### src/rtl/apb_stream_mailbox.sv
// APB3 mailbox slave: TX byte FIFO (APB -> core stream), RX byte FIFO (core stream -> APB),
// sticky overflow/underflow flags and eight scratch registers.
module apb_stream_mailbox #(
    parameter int FIFO_DEPTH = 8
) (
    input  logic       CLK,
    input  logic       RESETn,
    input  logic       PSEL,
    input  logic [4:0] PADDR,
    input  logic       PENABLE,
    input  logic       PWRITE,
    input  logic [7:0] PWDATA,
    output logic [7:0] PRDATA,
    output logic       PREADY,
    output logic [7:0] tx_tdata,
    output logic       tx_tvalid,
    input  logic       tx_tready,
    input  logic [7:0] rx_tdata,
    input  logic       rx_tvalid,
    output logic       rx_tready
);
    localparam int AW = $clog2(FIFO_DEPTH);
    localparam int CW = AW + 1;
    localparam logic [CW-1:0] DEPTH_C = CW'(FIFO_DEPTH);
    localparam logic [CW-1:0] ZERO_C  = {CW{1'b0}};
    localparam logic [CW-1:0] ONE_C   = CW'(1);
    localparam logic [AW-1:0] PTR1_C  = AW'(1);

    logic [7:0]    tx_mem_q [FIFO_DEPTH];
    logic [7:0]    rx_mem_q [FIFO_DEPTH];
    logic [7:0]    scratch_q [8];
    logic [AW-1:0] tx_wr_q, tx_rd_q, rx_wr_q, rx_rd_q;
    logic [AW-1:0] tx_wr_d, tx_rd_d, rx_wr_d, rx_rd_d;
    logic [CW-1:0] tx_cnt_q, rx_cnt_q, tx_cnt_d, rx_cnt_d;
    logic          tx_ovf_q, rx_unf_q, tx_ovf_d, rx_unf_d;
    logic          pready_q, pready_d, rd_empty_q, rd_empty_d;
    logic [7:0]    prdata_q, prdata_d, rdata_s, status_s;

    logic tx_full_s, tx_empty_s, rx_full_s, rx_empty_s;
    logic apb_done_s, wr_done_s, rd_done_s, rd_wait_s;
    logic tx_push_s, tx_pop_s, rx_push_s, rx_pop_s, w1c_s, scr_sel_s;

    assign tx_full_s  = (tx_cnt_q == DEPTH_C);
    assign tx_empty_s = (tx_cnt_q == ZERO_C);
    assign rx_full_s  = (rx_cnt_q == DEPTH_C);
    assign rx_empty_s = (rx_cnt_q == ZERO_C);

    assign apb_done_s = PSEL & PENABLE & pready_q;
    assign wr_done_s  = apb_done_s & PWRITE;
    assign rd_done_s  = apb_done_s & ~PWRITE;
    assign rd_wait_s  = PSEL & PENABLE & ~PWRITE & ~pready_q;
    assign scr_sel_s  = (PADDR[4:3] == 2'b01);

    // A full FIFO blocks its push side even if a pop happens in the same cycle.
    assign tx_push_s = wr_done_s & (PADDR == 5'h01) & ~tx_full_s;
    assign tx_pop_s  = ~tx_empty_s & tx_tready;
    assign rx_push_s = rx_tvalid & ~rx_full_s;
    assign rx_pop_s  = rd_done_s & (PADDR == 5'h02) & ~rd_empty_q;
    assign w1c_s     = wr_done_s & (PADDR == 5'h00);

    assign status_s = {2'b00, rx_unf_q, tx_ovf_q, tx_full_s, tx_empty_s, rx_full_s, rx_empty_s};

    assign PRDATA    = prdata_q;
    assign PREADY    = pready_q & PSEL;
    assign tx_tdata  = tx_mem_q[tx_rd_q];
    assign tx_tvalid = ~tx_empty_s;
    assign rx_tready = ~rx_full_s;

    // Read data mux, sampled into prdata_q during the read wait cycle.
    always_comb begin
        rdata_s = 8'h00;
        case (PADDR)
            5'h00:   rdata_s = status_s;
            5'h02:   rdata_s = rx_empty_s ? 8'h00 : rx_mem_q[rx_rd_q];
            5'h03:   rdata_s = 8'(rx_cnt_q);
            5'h04:   rdata_s = 8'(tx_cnt_q);
            default: begin
                if (scr_sel_s) begin
                    rdata_s = scratch_q[PADDR[2:0]];
                end else begin
                    rdata_s = 8'h00;
                end
            end
        endcase
    end

    // Next-state for pointers, occupancy counters, sticky flags and APB handshake.
    always_comb begin
        tx_wr_d = tx_push_s ? tx_wr_q + PTR1_C : tx_wr_q;
        tx_rd_d = tx_pop_s  ? tx_rd_q + PTR1_C : tx_rd_q;
        rx_wr_d = rx_push_s ? rx_wr_q + PTR1_C : rx_wr_q;
        rx_rd_d = rx_pop_s  ? rx_rd_q + PTR1_C : rx_rd_q;
        case ({tx_push_s, tx_pop_s})
            2'b10:   tx_cnt_d = tx_cnt_q + ONE_C;
            2'b01:   tx_cnt_d = tx_cnt_q - ONE_C;
            default: tx_cnt_d = tx_cnt_q;
        endcase
        case ({rx_push_s, rx_pop_s})
            2'b10:   rx_cnt_d = rx_cnt_q + ONE_C;
            2'b01:   rx_cnt_d = rx_cnt_q - ONE_C;
            default: rx_cnt_d = rx_cnt_q;
        endcase
        // Set wins over a same-cycle write-1-to-clear.
        tx_ovf_d = (tx_ovf_q & ~(w1c_s & PWDATA[4]))
                 | (wr_done_s & (PADDR == 5'h01) & tx_full_s);
        rx_unf_d = (rx_unf_q & ~(w1c_s & PWDATA[5]))
                 | (rd_done_s & (PADDR == 5'h02) & rd_empty_q);
        // Writes complete in the first access cycle, reads after one wait cycle.
        pready_d   = (PSEL & ~PENABLE & PWRITE) | rd_wait_s;
        rd_empty_d = rd_wait_s ? rx_empty_s : rd_empty_q;
        if (rd_wait_s) begin
            prdata_d = rdata_s;
        end else begin
            prdata_d = prdata_q;
        end
    end

    // State registers, FIFO storage and scratch registers.
    always_ff @(posedge CLK or negedge RESETn) begin
        if (!RESETn) begin
            for (int i = 0; i < FIFO_DEPTH; i++) begin
                tx_mem_q[i] <= 8'h00;
                rx_mem_q[i] <= 8'h00;
            end
            for (int i = 0; i < 8; i++) begin
                scratch_q[i] <= 8'h00;
            end
            tx_wr_q    <= {AW{1'b0}};
            tx_rd_q    <= {AW{1'b0}};
            rx_wr_q    <= {AW{1'b0}};
            rx_rd_q    <= {AW{1'b0}};
            tx_cnt_q   <= ZERO_C;
            rx_cnt_q   <= ZERO_C;
            tx_ovf_q   <= 1'b0;
            rx_unf_q   <= 1'b0;
            pready_q   <= 1'b0;
            rd_empty_q <= 1'b0;
            prdata_q   <= 8'h00;
        end else begin
            if (tx_push_s) begin
                tx_mem_q[tx_wr_q] <= PWDATA;
            end
            if (rx_push_s) begin
                rx_mem_q[rx_wr_q] <= rx_tdata;
            end
            if (wr_done_s && scr_sel_s) begin
                scratch_q[PADDR[2:0]] <= PWDATA;
            end
            tx_wr_q    <= tx_wr_d;
            tx_rd_q    <= tx_rd_d;
            rx_wr_q    <= rx_wr_d;
            rx_rd_q    <= rx_rd_d;
            tx_cnt_q   <= tx_cnt_d;
            rx_cnt_q   <= rx_cnt_d;
            tx_ovf_q   <= tx_ovf_d;
            rx_unf_q   <= rx_unf_d;
            pready_q   <= pready_d;
            rd_empty_q <= rd_empty_d;
            prdata_q   <= prdata_d;
        end
    end
endmodule
### config.mk
export PLATFORM = sky130hd
export DESIGN_NAME = apb_stream_mailbox
export DESIGN_NICKNAME = d
export VERILOG_FILES = /design/src/rtl/apb_stream_mailbox.sv
export SDC_FILE = /design/constraint.sdc
export NUM_CORES = 1
export LEC_CHECK = 0
export CORE_MARGIN = 2
export CORE_UTILIZATION = 40
export DETAILED_ROUTE_END_ITERATION = 10
export DONT_BUFFER_PORTS = 1
export PLACE_DENSITY = 0.65
export SLEW_MARGIN = 0
export SYNTH_ARGS = -nofsm -noshare
export SYNTH_HDL_FRONTEND = slang
export SYNTH_SLANG_ARGS = --single-unit
### constraint.sdc
create_clock -name CLK -period 4.8 [get_ports CLK]
set_clock_uncertainty 0.15 [all_clocks]
set_input_delay 0.96 -clock CLK [delete_from_list [all_inputs] [get_ports CLK]]
set_output_delay 0.96 -clock CLK [all_outputs]
set_load 0.02 [all_outputs]
==> results.ini <==
[global_route]
grt_pass1_vias=6207
antenna_found_initial=0
grt.overflow.total=0
grt.total_usage=0.1640
grt_max_degree=225
grt_first_pass_wirelength_um=36250

[sta]
finalSetupTns_ns=0
tightest_slew_ns=1.158
relSlewSlack=0.2257
final_hold_viol_count=0
fmax_mhz=297.6
rsz0062_at_grt=no
fin_ws_ns=1.439
slew_violations=0
period_needed_ns=3.361
period_share=0.7001
setup_viol=0

[critical_path]
required_ns=3.69
path_cells=mux4_2, mux2_2
r2r_setup_slack_ns=1.81
r2r-start=rx_cnt_q[1]
r2r-end=rx_mem_q[24]
cp_slowest_cell=dfrtp_1
crit_path_end_kind=output port
crit_path_start_kind=flop
critPathMaxFanout=18
cp_data_arrival_time_ns=2.25
critPathKind=flop to output port
r2r_cells=6
worst_path_largest_cell_delay_ns=0.94

[cts]
ctsRootBufferMaster=clkbuf_16
postCtsSetupRepairBufs=0
ctsResizeCount=0
clk_latency_ns=0.51
clkSinkCount=224
cts_tree=done
clkTransAtPathRegs_ns=0.06
numCtsBuffers=24
cts_max_level=1
clockBufferDepth=3

[detailed_routing]
highest_layer=met4
wl_met2_um=9963
totalWireLength_um=22270
wl_per_cell_um=20.75
wl_met3_um=1096
ant_nets=0
drt_iter0_drc=430
vias_per_cell=5.592
wl_met1_um=10810
drt_pass1_iterations=5
vias=6000
drc=0

[outcome]
status=completed

[placed_design]
globalplace.congestion=0.8143
pre_cts_ws_ns=1.412
dpl-instance-area_mm2=0.01084
io_buffers=0
dp_hpwl_um=13870

[flow_run]
maxCapViolations=0

[layout]
design_area_mm2=0.01173
syn2layout_area_growth_pct=11.03
fin_util=0.4512
drive_gt1_frac=0.4322
fillCellCount=2276
diodes=0
layout.nets=758
multi_input_area_mm2=0.004775
register_area_mm2=0.005605

[die]
core_area_mm2=0.02598
die_h_um=166.5
initial_core_util=0.4064
die-area_mm2=0.02772
boundaryPins=47
die_w_um=166.5
num_rows=59

[power_and_ir_drop]
swShare=0.2691
finalPower_mw=5.475
seqPwrFrac=0.471
power_frac_clock=0.348
p_leak_nw=5.230
vdd_ir_drop_max_mv=0.2995
power.density_mw_per_mm2=467.0
comb_power_share=0.181
netSwitchingPower_mw=1.474
intPower_mw=4.002

[yosys]
synth_area_leaders=dfrtp_1 53%, mux2_2 23%, mux4_2 8.5%, mux2i_1 1.2%, nand2_1 1.2%
yosysTopAreaCell=dfrtp_1
avgSynthCellArea_um2=14.47
synthFlopType=dfrtp_1
yosysSeqAreaShare=0.5308
ys_ff_latch=224
syn_area_mm2=0.01056
synth_top_cell_area_share=0.5308
syn_inst=730
ys_warn_count=0
ys_types=56
synthArstFlopShare=1.000
syn_nets=768
synth_edf_count=0

[min_path]
hold_path.class=input port to asynchronous set/reset pin

cell usage after synthesis (all sizes together), types with 8 or more instances:
cell / instances
xnor2: 9
mux2i: 13
nor3: 9
dfrtp: 224
nor2: 19
ha: 10
xor2: 9
mux4: 40
nand3: 10
nand2: 35
clkbuf: 26
buf: 16
a21oi: 8
mux2: 217
critical path: cells and delay by family, from the launching register on:
kind	cells	cell delay, ns
flip-flops	1	0.94
multiplexers	2	0.79
power groups by stage:
stage               logic, mW  clock network, mW  registers (mW)
floorplan               0.913                  0            2.45
global placement        0.932                  0            2.60
detailed placement      0.960                  0            2.61
CTS                     0.964               1.95            2.58
global route             1.10               2.03            2.64
finish                  0.990               1.90            2.58
stage by stage:
| step | hold WS (ns) | cells |
|---|---|---|
| after floorplan | 0.2924 | 730 |
| after global placement | 0.3313 | 1026 |
| after detailed placement | 0.3379 | 1026 |
| after CTS | -0.02548 | 1070 |
| after global routing | 0.1704 | 1073 |
| final | 0.1601 | 1073 |
how the worst max path moves through the flow:
stage	startpoint	endpoint	slack [ns]
finish	tx_rd_q[1]	tx_tdata[2]	1.44
global route	tx_rd_q[1]	tx_tdata[2]	1.38
CTS	tx_rd_q[1]	tx_tdata[2]	1.44
detailed placement	PADDR[3]	tx_mem_q[27]	1.41
global placement	PADDR[3]	tx_mem_q[54]	1.43
floorplan	tx_rd_q[0]	tx_tdata[0]	1.70
cell families (layout without fill, tap and decap cells):
| logic type | after synthesis | in the layout | share of synthesized area |
|---|---|---|---|
| adder cells (fa/ha/maj) | 10 | 10 | 0.01185 |
| AND/OR/NAND/NOR | 120 | 120 | 0.06718 |
| buffers and inverters | 46 | 54 | 0.01765 |
| XOR/XNOR | 18 | 18 | 0.01493 |
| AO/OA/AOI/OAI | 42 | 42 | 0.02856 |
| flip-flops | 224 | 224 | 0.5308 |
| multiplexers | 270 | 270 | 0.3290 |
metal layers:
layer  track usage  vias up
met4       0.03748        0
met3       0.03707       33
li1              -     2691
met1        0.2420     3182
met5             0        -
met2        0.2485       94
cell type report:
cell class	instances	area share
Sequential cell	224	0.4781
Inverter	4	0.001281
Timing Repair Buffer	6	0.007470
Clock inverter	9	0.008537
Tap cell	335	0.03575
Multi-Input combinational cell	460	0.4072
Clock buffer	35	0.06168
sequential cells by signal, indices dropped and copies added (netlist names):
signal      count
scratch_q      64
rx_cnt_q        4
tx_ovf_q        1
pready_q        1
tx_wr_q         3
tx_cnt_q        4
tx_rd_q         3
rx_unf_q        1
tx_mem_q       64
PRDATA          8
rd_empty_q      1
rx_rd_q         3
rx_wr_q         3
rx_mem_q       64
placed cells by master, fill, tap and decap left out, drive strengths merged, types with 8 or more instances in the layout:
master,instances
a21oi,8
xnor2,9
nor2,19
mux2i,13
nor3,9
nand2,35
clkbuf,35
nand3,10
mux2,217
xor2,9
ha,10
mux4,40
dfrtp,224
No activity file was read; power rests on OpenSTA's default activity.
